## src/rtl/sync_fifo_pkg.sv

```systemverilog
// ============================================================================
// Module      : fifo_pkg
// Description : Shared types, mode constants and sizing helper for sync_fifo.
// Revision    : 1.0 - initial release
// ============================================================================
`default_nettype none

package fifo_pkg;

  localparam int FIFO_MODE_STD  = 0;
  localparam int FIFO_MODE_FWFT = 1;

  typedef struct packed {
    logic full;
    logic almost_full;
    logic empty;
    logic almost_empty;
    logic overflow;
    logic underflow;
  } fifo_status_t;

  function automatic int level_bits(input int size);
    return $clog2(size) + 1;
  endfunction

endpackage

`default_nettype wire

```

## src/rtl/sync_fifo_if.sv

```systemverilog
// ============================================================================
// Module      : sync_fifo_if
// Description : Write/read/status bundle between sync_fifo and its neighbours.
// Revision    : 1.0 - initial release
// ============================================================================
`default_nettype none

interface sync_fifo_if
  import fifo_pkg::*;
#(
  parameter int BITS       = 32,
  parameter int LEVEL_BITS = level_bits(16)
);

  logic                  p_write_en;
  logic [BITS-1:0]       p_write_data;
  logic                  p_write_full;
  logic                  p_write_almost_full;
  logic                  p_read_en;
  logic [BITS-1:0]       p_read_data;
  logic                  p_read_empty;
  logic                  p_read_almost_empty;
  logic [LEVEL_BITS-1:0] p_level;
  logic                  p_overflow;
  logic                  p_underflow;
  logic                  p_err_clear;

  modport master (
    output p_write_en, p_write_data, p_read_en, p_err_clear,
    input  p_write_full, p_write_almost_full, p_read_data, p_read_empty,
    input  p_read_almost_empty, p_level, p_overflow, p_underflow
  );

  modport slave (
    input  p_write_en, p_write_data, p_read_en, p_err_clear,
    output p_write_full, p_write_almost_full, p_read_data, p_read_empty,
    output p_read_almost_empty, p_level, p_overflow, p_underflow
  );

endinterface

`default_nettype wire

```

## src/rtl/sync_fifo_mem.sv

```systemverilog
// ============================================================================
// Module      : sync_fifo_mem
// Description : SIZE x BITS storage, synchronous write, asynchronous read.
// Revision    : 1.0 - initial release
// ============================================================================
`default_nettype none

module sync_fifo_mem #(
  parameter int BITS = 32,
  parameter int SIZE = 16
) (
  input  logic                    clk,
  input  logic                    i_we,
  input  logic [$clog2(SIZE)-1:0] i_waddr,
  input  logic [BITS-1:0]         i_wdata,
  input  logic [$clog2(SIZE)-1:0] i_raddr,
  output logic [BITS-1:0]         o_rdata
);

  logic [BITS-1:0] r_mem [SIZE];

  always_ff @(posedge clk) begin
    if (i_we) begin
      r_mem[i_waddr] <= i_wdata;
    end
  end

  assign o_rdata = r_mem[i_raddr];

endmodule

`default_nettype wire

```

## src/rtl/sync_fifo.sv

```systemverilog
// ============================================================================
// Module      : sync_fifo
// Description : Single-clock FIFO with level, threshold flags, sticky errors
//               and optional first-word-fall-through read mode.
// Revision    : 1.0 - initial release
// ============================================================================
`default_nettype none

module sync_fifo
  import fifo_pkg::*;
#(
  parameter int BITS            = 32,
  parameter int SIZE            = 16,
  parameter int FWFT            = FIFO_MODE_STD,
  parameter int ALMOST_FULL_TH  = SIZE - 2,
  parameter int ALMOST_EMPTY_TH = 2,
  parameter int LEVEL_BITS      = level_bits(SIZE)
) (
  input  logic       clk,
  input  logic       rst,
  sync_fifo_if.slave bus
);

  localparam int c_ADDR_BITS = $clog2(SIZE);
  localparam int c_PTR_BITS  = c_ADDR_BITS + 1;

  localparam logic [LEVEL_BITS-1:0] c_LEVEL_FULL = LEVEL_BITS'(SIZE);
  localparam logic [LEVEL_BITS-1:0] c_AF_TH      = LEVEL_BITS'(ALMOST_FULL_TH);
  localparam logic [LEVEL_BITS-1:0] c_AE_TH      = LEVEL_BITS'(ALMOST_EMPTY_TH);

  localparam fifo_status_t c_STAT_RST = '{
    full:         1'b0,
    almost_full:  (ALMOST_FULL_TH <= 0),
    empty:        1'b1,
    almost_empty: 1'b1,
    overflow:     1'b0,
    underflow:    1'b0
  };

  logic [c_PTR_BITS-1:0] r_wr_ptr;
  logic [c_PTR_BITS-1:0] r_rd_ptr;
  logic [LEVEL_BITS-1:0] r_level;
  logic [LEVEL_BITS-1:0] w_level_nxt;
  fifo_status_t          r_stat;
  fifo_status_t          w_stat_nxt;
  logic                  w_wr_acc;
  logic                  w_rd_acc;
  logic [BITS-1:0]       w_mem_rdata;
  logic                  w_unused_ptr_msbs;

  assign w_wr_acc = bus.p_write_en && !r_stat.full;
  assign w_rd_acc = bus.p_read_en  && !r_stat.empty;

  // Pointer MSBs only carry the wrap lap; storage uses the low bits.
  assign w_unused_ptr_msbs = r_wr_ptr[c_PTR_BITS-1] ^ r_rd_ptr[c_PTR_BITS-1];

  always_comb begin
    w_level_nxt = r_level;
    case ({w_wr_acc, w_rd_acc})
      2'b10:   w_level_nxt = r_level + 1'b1;
      2'b01:   w_level_nxt = r_level - 1'b1;
      default: w_level_nxt = r_level;
    endcase

    w_stat_nxt              = r_stat;
    w_stat_nxt.full         = (w_level_nxt == c_LEVEL_FULL);
    w_stat_nxt.empty        = (w_level_nxt == '0);
    w_stat_nxt.almost_full  = (w_level_nxt >= c_AF_TH);
    w_stat_nxt.almost_empty = (w_level_nxt <= c_AE_TH);
    // A fresh error in the clearing cycle keeps the flag set.
    w_stat_nxt.overflow     = (bus.p_write_en && r_stat.full) ||
                              (r_stat.overflow && !bus.p_err_clear);
    w_stat_nxt.underflow    = (bus.p_read_en && r_stat.empty) ||
                              (r_stat.underflow && !bus.p_err_clear);
  end

  always_ff @(posedge clk or posedge rst) begin
    if (rst) begin
      r_wr_ptr <= '0;
      r_rd_ptr <= '0;
      r_level  <= '0;
      r_stat   <= c_STAT_RST;
    end else begin
      if (w_wr_acc) begin
        r_wr_ptr <= r_wr_ptr + 1'b1;
      end
      if (w_rd_acc) begin
        r_rd_ptr <= r_rd_ptr + 1'b1;
      end
      r_level <= w_level_nxt;
      r_stat  <= w_stat_nxt;
    end
  end

  sync_fifo_mem #(
    .BITS (BITS),
    .SIZE (SIZE)
  ) u_mem (
    .clk     (clk),
    .i_we    (w_wr_acc),
    .i_waddr (r_wr_ptr[c_ADDR_BITS-1:0]),
    .i_wdata (bus.p_write_data),
    .i_raddr (r_rd_ptr[c_ADDR_BITS-1:0]),
    .o_rdata (w_mem_rdata)
  );

  generate
    if (FWFT == FIFO_MODE_FWFT) begin : g_fwft
      // Holds the last popped entry so the output is stable while empty.
      logic [BITS-1:0] r_hold;

      always_ff @(posedge clk or posedge rst) begin
        if (rst) begin
          r_hold <= '0;
        end else if (w_rd_acc) begin
          r_hold <= w_mem_rdata;
        end
      end

      assign bus.p_read_data = r_stat.empty ? r_hold : w_mem_rdata;
    end else begin : g_std
      logic [BITS-1:0] r_rd_data;

      always_ff @(posedge clk or posedge rst) begin
        if (rst) begin
          r_rd_data <= '0;
        end else if (w_rd_acc) begin
          r_rd_data <= w_mem_rdata;
        end
      end

      assign bus.p_read_data = r_rd_data;
    end
  endgenerate

  assign bus.p_write_full        = r_stat.full;
  assign bus.p_write_almost_full = r_stat.almost_full;
  assign bus.p_read_empty        = r_stat.empty;
  assign bus.p_read_almost_empty = r_stat.almost_empty;
  assign bus.p_overflow          = r_stat.overflow;
  assign bus.p_underflow         = r_stat.underflow;
  assign bus.p_level             = r_level;

endmodule

`default_nettype wire
```

## src/flat_wrapper.sv

```systemverilog
// flat-port wrapper written by rule: the top's interface ports become plain ports
module sync_fifo_flat import fifo_pkg::*;
#(
  parameter int BITS            = 32,
  parameter int SIZE            = 16,
  parameter int FWFT            = FIFO_MODE_STD,
  parameter int ALMOST_FULL_TH  = SIZE - 2,
  parameter int ALMOST_EMPTY_TH = 2,
  parameter int LEVEL_BITS      = level_bits(SIZE)
)
  (clk, rst, bus_p_write_en, bus_p_write_data, bus_p_read_en, bus_p_err_clear, bus_p_write_full, bus_p_write_almost_full, bus_p_read_data, bus_p_read_empty, bus_p_read_almost_empty, bus_p_level, bus_p_overflow, bus_p_underflow);
  sync_fifo_if #(.BITS(BITS), .LEVEL_BITS(LEVEL_BITS)) bus_i ();
  input  logic clk;
  input  logic rst;
  input wire logic [$bits(bus_i.p_write_en)-1:0] bus_p_write_en;
  input wire logic [$bits(bus_i.p_write_data)-1:0] bus_p_write_data;
  input wire logic [$bits(bus_i.p_read_en)-1:0] bus_p_read_en;
  input wire logic [$bits(bus_i.p_err_clear)-1:0] bus_p_err_clear;
  output wire logic [$bits(bus_i.p_write_full)-1:0] bus_p_write_full;
  output wire logic [$bits(bus_i.p_write_almost_full)-1:0] bus_p_write_almost_full;
  output wire logic [$bits(bus_i.p_read_data)-1:0] bus_p_read_data;
  output wire logic [$bits(bus_i.p_read_empty)-1:0] bus_p_read_empty;
  output wire logic [$bits(bus_i.p_read_almost_empty)-1:0] bus_p_read_almost_empty;
  output wire logic [$bits(bus_i.p_level)-1:0] bus_p_level;
  output wire logic [$bits(bus_i.p_overflow)-1:0] bus_p_overflow;
  output wire logic [$bits(bus_i.p_underflow)-1:0] bus_p_underflow;
  assign bus_i.p_write_en = bus_p_write_en;
  assign bus_i.p_write_data = bus_p_write_data;
  assign bus_i.p_read_en = bus_p_read_en;
  assign bus_i.p_err_clear = bus_p_err_clear;
  assign bus_p_write_full = bus_i.p_write_full;
  assign bus_p_write_almost_full = bus_i.p_write_almost_full;
  assign bus_p_read_data = bus_i.p_read_data;
  assign bus_p_read_empty = bus_i.p_read_empty;
  assign bus_p_read_almost_empty = bus_i.p_read_almost_empty;
  assign bus_p_level = bus_i.p_level;
  assign bus_p_overflow = bus_i.p_overflow;
  assign bus_p_underflow = bus_i.p_underflow;
  sync_fifo #(.BITS(BITS), .SIZE(SIZE), .FWFT(FWFT), .ALMOST_FULL_TH(ALMOST_FULL_TH), .ALMOST_EMPTY_TH(ALMOST_EMPTY_TH), .LEVEL_BITS(LEVEL_BITS)) u_core (.clk(clk), .rst(rst), .bus(bus_i));
endmodule
```

## config.mk

```make
export PLATFORM = sky130hd
export DESIGN_NAME = sync_fifo_flat
export DESIGN_NICKNAME = d
export VERILOG_FILES = /design/src/rtl/sync_fifo_pkg.sv /design/src/rtl/sync_fifo_if.sv /design/src/rtl/sync_fifo_mem.sv /design/src/rtl/sync_fifo.sv /design/src/flat_wrapper.sv
export SDC_FILE = /design/constraint.sdc
export NUM_CORES = 1
export LEC_CHECK = 0
export ABC_CLOCK_PERIOD_IN_PS = 5100
export BUFFER_PORTS_ARGS = -buffer_cell sky130_fd_sc_hd__buf_2
export CAP_MARGIN = 25
export CORE_MARGIN = 2
export CORE_UTILIZATION = 55
export DETAILED_ROUTE_END_ITERATION = 8
export PLACE_DENSITY = 0.69
export RECOVER_POWER = 100
export SYNTH_ARGS = -nofsm -noshare
export SYNTH_HDL_FRONTEND = slang
export SYNTH_HIERARCHICAL = 1
export SYNTH_SLANG_ARGS = --single-unit
```

## constraint.sdc

```tcl
create_clock -name clk -period 5.1 [get_ports clk]
set_input_delay 1.02 -clock clk [delete_from_list [all_inputs] [get_ports clk]]
set_output_delay 1.02 -clock clk [all_outputs]
set_load 0.005 [all_outputs]
```

[After elaboration in Yosys (flattened, before gate mapping)]
Memories as Yosys holds them, arrays and structs flattened. A register that Yosys moved wholly into a read port is not among the register bits.
Cells that the tools add are included.
Storage, ports and cells
  flip-flop bits (word level): 21
  latch bits: 0
  RAM bits: 512
  memory bits (read-only): 0
  input port bits: 37
  output and inout bits: 43
  memories: 1
Memory list
  u_core.u_mem.r_mem: depth 16, width 32, rd ports 1, clocked after Yosys merged registers in 1, write ports 1, RTL line sync_fifo_mem.sv:20  | logic [BITS-1:0] r_mem [SIZE];
Cells by class
  add/sub/neg operators: 4
  multiply operators: 0
  div/mod/pow operators: 0
  $lt $le $gt $ge: 2
  equal/unequal tests: 3
  shift-type cells: 0
  muxes and demuxes: 3
  bitwise operators: 0
  reductions and logical operators: 12
Operators with widths (count)
  5-bit by 1-bit adder with 5-bit output, second input constant: 3
  5-bit one-hot mux with 2 select lines: 1
  1-bit logical AND: 6
  5-bit == test, second input constant: 1
  5-bit by 4-bit greater-or-equal comparator with 1-bit output, second input constant: 1
  5-bit by 2-bit <= comparator with 1-bit output, second input constant: 1
  5-bit logical NOT: 1
  5-bit by 1-bit subtractor with 5-bit output, second input constant: 1
  1-bit logical NOT: 3
  2-bit by 1-bit == test with 1-bit output, second input constant: 1
  2-bit == test, second input constant: 1
  1-bit logical OR: 2
  1-bit 2-to-1 mux: 2

[Logic depth before layout (Yosys ltp)]
  word-level depth: 5
  gate-level depth with buffers: 14
  gate-level depth less buffers: 11

[Hierarchy]
Netlist, hierarchy kept.
Modules (own cells, without submodules)
  sync_fifo_mem: instances 1, cells each 806, area each 19213.4 um^2, seq. area each 15374.7 um^2
  sync_fifo: instances 1, cells each 220, area each 2163.3 um^2, seq. area each 1278.7 um^2

[Worst setup path after synthesis]
No wires, ideal clock.
  path type: input -> register
  start point: input bus_p_write_en
  end point: memory u_core.u_mem.r_mem[0][0] (enable)
  setup time: 461 ps
  arrival time: 4116 ps
  data required time: 4639 ps
  path slack: 523 ps
  stages on the path: 4
  buffers on the path: 1
  cells stage by stage: nor2b_1 -> clkbuf_1 -> or3b_2 -> nor3_1
Between the ends
  longest elaborated chain between the ends: 3
RTL lines
  from (decl): RTL line flat_wrapper.sv:15  | input wire logic [$bits(bus_i.p_write_en)-1:0] bus_p_write_en;
  1-bit logical AND: RTL line sync_fifo.sv:51  | assign w_wr_acc = bus.p_write_en && !r_stat.full;
  via u_core.w_wr_acc: RTL line sync_fifo.sv:46  | logic w_wr_acc;
  1-bit 2-to-1 mux: RTL line sync_fifo_mem.sv:23  | if (i_we) begin
  1-bit 2-to-1 mux (implied by the code): RTL line sync_fifo_mem.sv:24  | r_mem[i_waddr] <= i_wdata;
  to (decl): RTL line sync_fifo_mem.sv:20
The timed path passes the listed nets, and every way through them passes these cells.

[Worst setup path in the final report]
  start point: input bus_p_write_en
  end point: memory u_core.u_mem.r_mem[11][28] (enable)
Between the ends
  longest elaborated chain between the ends: 3
RTL lines (RTL line)
  1-bit logical AND: sync_fifo.sv:51
  1-bit 2-to-1 mux: sync_fifo_mem.sv:23
  1-bit 2-to-1 mux (implied by the code): sync_fifo_mem.sv:24
No other way between the ends.

==> run metrics <==
first-pass GRT wire length=67.0 mm; fraction of layout cells with a size suffix above 1=23.0%; Max-Cap Viols=10; H-tree depth=2; GR Overflow Total=0; IO buf count=79; Critical Path End Type=flop; die height=201 um; worst min path class=reg2reg; slowest stage cell, crit path=clkbuf_1; post-CTS sizing=0; Primary FF master, synth=edfxtp_1; post-synthesis async set-or-reset flop share=under 10%; root buffer cell=clkbuf_16; final worst path period share=between 70% and 80%; ANT nets after route=0; HPWL after DPL=roughly 26 mm; crit path time final=~3.9 ns; Total Power=about 0.014 W; Power Density=roughly 570 nW/um^2; CP Cell Sequence=buf_2 -> nor2b_1 -> clkbuf_1 -> nand3b_1 -> nor2_1 -> clkbuf_1; EDFF count, synth=just over 500; net count after synthesis=about 1,100; fmax=0.254 GHz; CP arrival=about 4.1 ns; final hold viol count=0; syn avg cell area=roughly 21 sq um; initial cell density of the core=a little under three fifths; cts bufs inserted=between 50 and 60; die width=201 um; Setup crit start kind=primary input; diodes inserted=0; CP delay by family, top=buffers and inverters; violated checks=max-capacitance violations, max-slew violations; Rows=72; First-pass DRT Iterations=5; Layout Skew=0.0142 ns; number of global-route vias before repair=approximately 10,000; placement-stage cell area=~23,000 sq um; CTS tree=yes; FF+latch count, synth=approximately 560; Total Routed Length=44.5 mm; largest net degree at the start of global routing=56; run status=finished, violations left; routed vias/inst=a little under 6; worst setup margin=1.16 ns; most frequent CP cell=clkbuf_1; max-slew violation count=around 260; post-CTS setup repair buffer count=0; maximum vdd ir drop=~390 uV; Die ar.=around 40,000 sq um; core area=38,500 sq um; CP required=approximately 5.3 ns; worst-path fanout max=22; Area growth, synth to finish=13.3%; # clock sinks=563; Final setup viols=0; clk_lat worst skew=around 0.60 ns; synth unique cells=between 40 and 50; Post-Layout Inst Area=24,200 sq um; Post-CTS Hold Fix Bufs=0; leakage=between 8 and 9 nW; Rel. slew slack=-61.8%; CTS Buffer Depth=3; GP Congestion=approximately 0.76; Final nets=1,181; YS warnings=6; largest cells by area after synthesis=edfxtp_1 72%, mux4_2 13%, dfrtp_1 5.7%; DP Worst Slack=about 1.5 ns; area leader, netlist=edfxtp_1; Clock Pin Slew Worst Setup and Hold Paths=about 0.060 ns; RSZ-0062 raised after global routing=false; CP max stage delay=1.22 ns; WL/cell=between 20 and 30 um; Total Routing Usage GR=between 20% and 30%; # DRC=0; part of the Yosys area used for sequential elements=between 70% and 80%; top-area cell type share of the netlist area=slightly above 70%; Cell Area, Synth=approximately 21,000 sq um; Syn Inst Count=~1,000; Worst-Margin Slew=between 2 and 2.5 ns; via count=between 10,000 and 15,000; Setup TNS=0 ns; initial DRC count=roughly 860; kind of critical path=in2reg; antenna violations before repair=0; io pins=80; worst path bufs/invs=3
-- tightest hold or removal path: cells and delay by family, from the launching register on --
family / cells / cell delay [ns]
AND/OR/NAND/NOR: 2 / 0.10
flip-flops: 1 / 0.33
-- area by class of cell --
| cell class | count | area [sq um] |
|---|---|---|
| fillers | 2679 | 14300 |
| well taps | 518 | 648 |
| multi-input cells | 403 | 4460 |
| clock inverters | 26 | 282 |
| clock buffers | 80 | 1600 |
| inverters | 6 | 22.5 |
| flip-flops and latches | 563 | 16700 |
| repair buffers | 109 | 543 |
-- worst paths after layout --
check / from / end / slack [ns] / depth (start not counted)
max: bus_p_write_en / u_core/u_mem/r_mem[11][28] / 1.16 / 6
min: u_core/bus.p_read_data[6] / u_core/bus.p_read_data[6] / 0.46 / 2
max reg2reg: u_core/r_rd_ptr[1] / u_core/bus.p_read_data[1] / 1.27 / 6
min reg2reg: u_core/bus.p_read_data[6] / u_core/bus.p_read_data[6] / 0.46 / 2
max in group asynchronous: rst / u_core/r_rd_ptr[0] / 2.01 / 3
min in group asynchronous: rst / u_core/bus.p_read_data[1] / 0.79 / 2
-- power breakdown --
group | switching [W] | total (W) | internal, W
clock network | 0.00167 | 0.00416 | 0.00249
logic | 0.00194 | 0.00352 | 0.00158
registers | 0.000430 | 0.00613 | 0.00570
-- cell families after synthesis --
logic type	Yosys count	synth area share (%)
and+or+nand+nor	177	3.41
adders and majority gates	5	0.293
muxes	130	13.6
buffers and inverters	60	1.39
DFF	563	77.9
AOI/OAI and AO/OA	79	2.86
xor gates and xnor gates	12	0.562
-- stage by stage --
step                cells  utilization (%)  hold WS, ns
floorplan            1026                -        0.470
global placement     1598             58.6        0.452
detailed placement   1599             58.6        0.457
CTS                  1705             63.5        0.472
global route         1705             62.9        0.486
finish               1705             62.9        0.464
-- layer usage --
| metal | global-route usage, % | part of all wire, % | up-vias |
|---|---|---|---|
| met4 | 5.53 | 1.7 | 0 |
| met1 | 32.3 | 42 | 5382 |
| met2 | 37.2 | 50 | 332 |
| met5 | 0 | 0 | - |
| met3 | 4.29 | 6.1 | 56 |
| li1 | - | - | 4396 |
-- sequential cells by signal, indices dropped and copies added (netlist names) --
| name | count |
|---|---|
| u_core/bus.p_underflow | 1 |
| u_core/u_mem/r_mem | 512 |
| u_core/bus.p_overflow | 1 |
| u_core/bus.p_write_almost_full | 1 |
| u_core/bus.p_level | 5 |
| u_core/bus.p_read_data | 32 |
| u_core/bus.p_read_almost_empty | 1 |
| u_core/r_rd_ptr | 4 |
| u_core/bus.p_write_full | 1 |
| u_core/bus.p_read_empty | 1 |
| u_core/r_wr_ptr | 4 |
-- Yosys cell counts (2+ instances only) --
master / count
dfrtp_1: 49
dfstp_2: 2
ha_1: 5
edfxtp_1: 512
mux2_2: 2
buf_4: 11
nand3_1: 2
nand2_1: 137
o21ai_0: 2
inv_1: 4
a21oi_1: 2
nor2b_1: 5
buf_2: 6
clkbuf_1: 23
xor2_2: 2
mux4_2: 128
buf_6: 3
nor3_1: 6
nand3b_1: 2
buf_1: 11
xnor2_1: 6
a22oi_1: 64
xor2_1: 4
nand4_1: 2
a211oi_1: 2
nor2_1: 15
nand2b_1: 3
-- cell usage in the layout, fill, tap and decap left out, types with 3 or more instances in the layout --
cell type,count
a22oi_1,64
clkinv_1,11
dfrtp_1,48
xor2_1,5
mux4_2,128
xnor2_1,6
nor3_1,5
bufinv_16,6
nand2_1,137
clkbuf_1,77
nor2b_1,3
inv_1,4
clkbuf_8,9
nor2_4,5
ha_1,5
buf_4,13
clkbuf_16,57
nor2_1,10
clkinv_2,7
buf_2,29
edfxtp_1,512
buf_12,3
No activity file was read; power rests on OpenSTA's default activity.
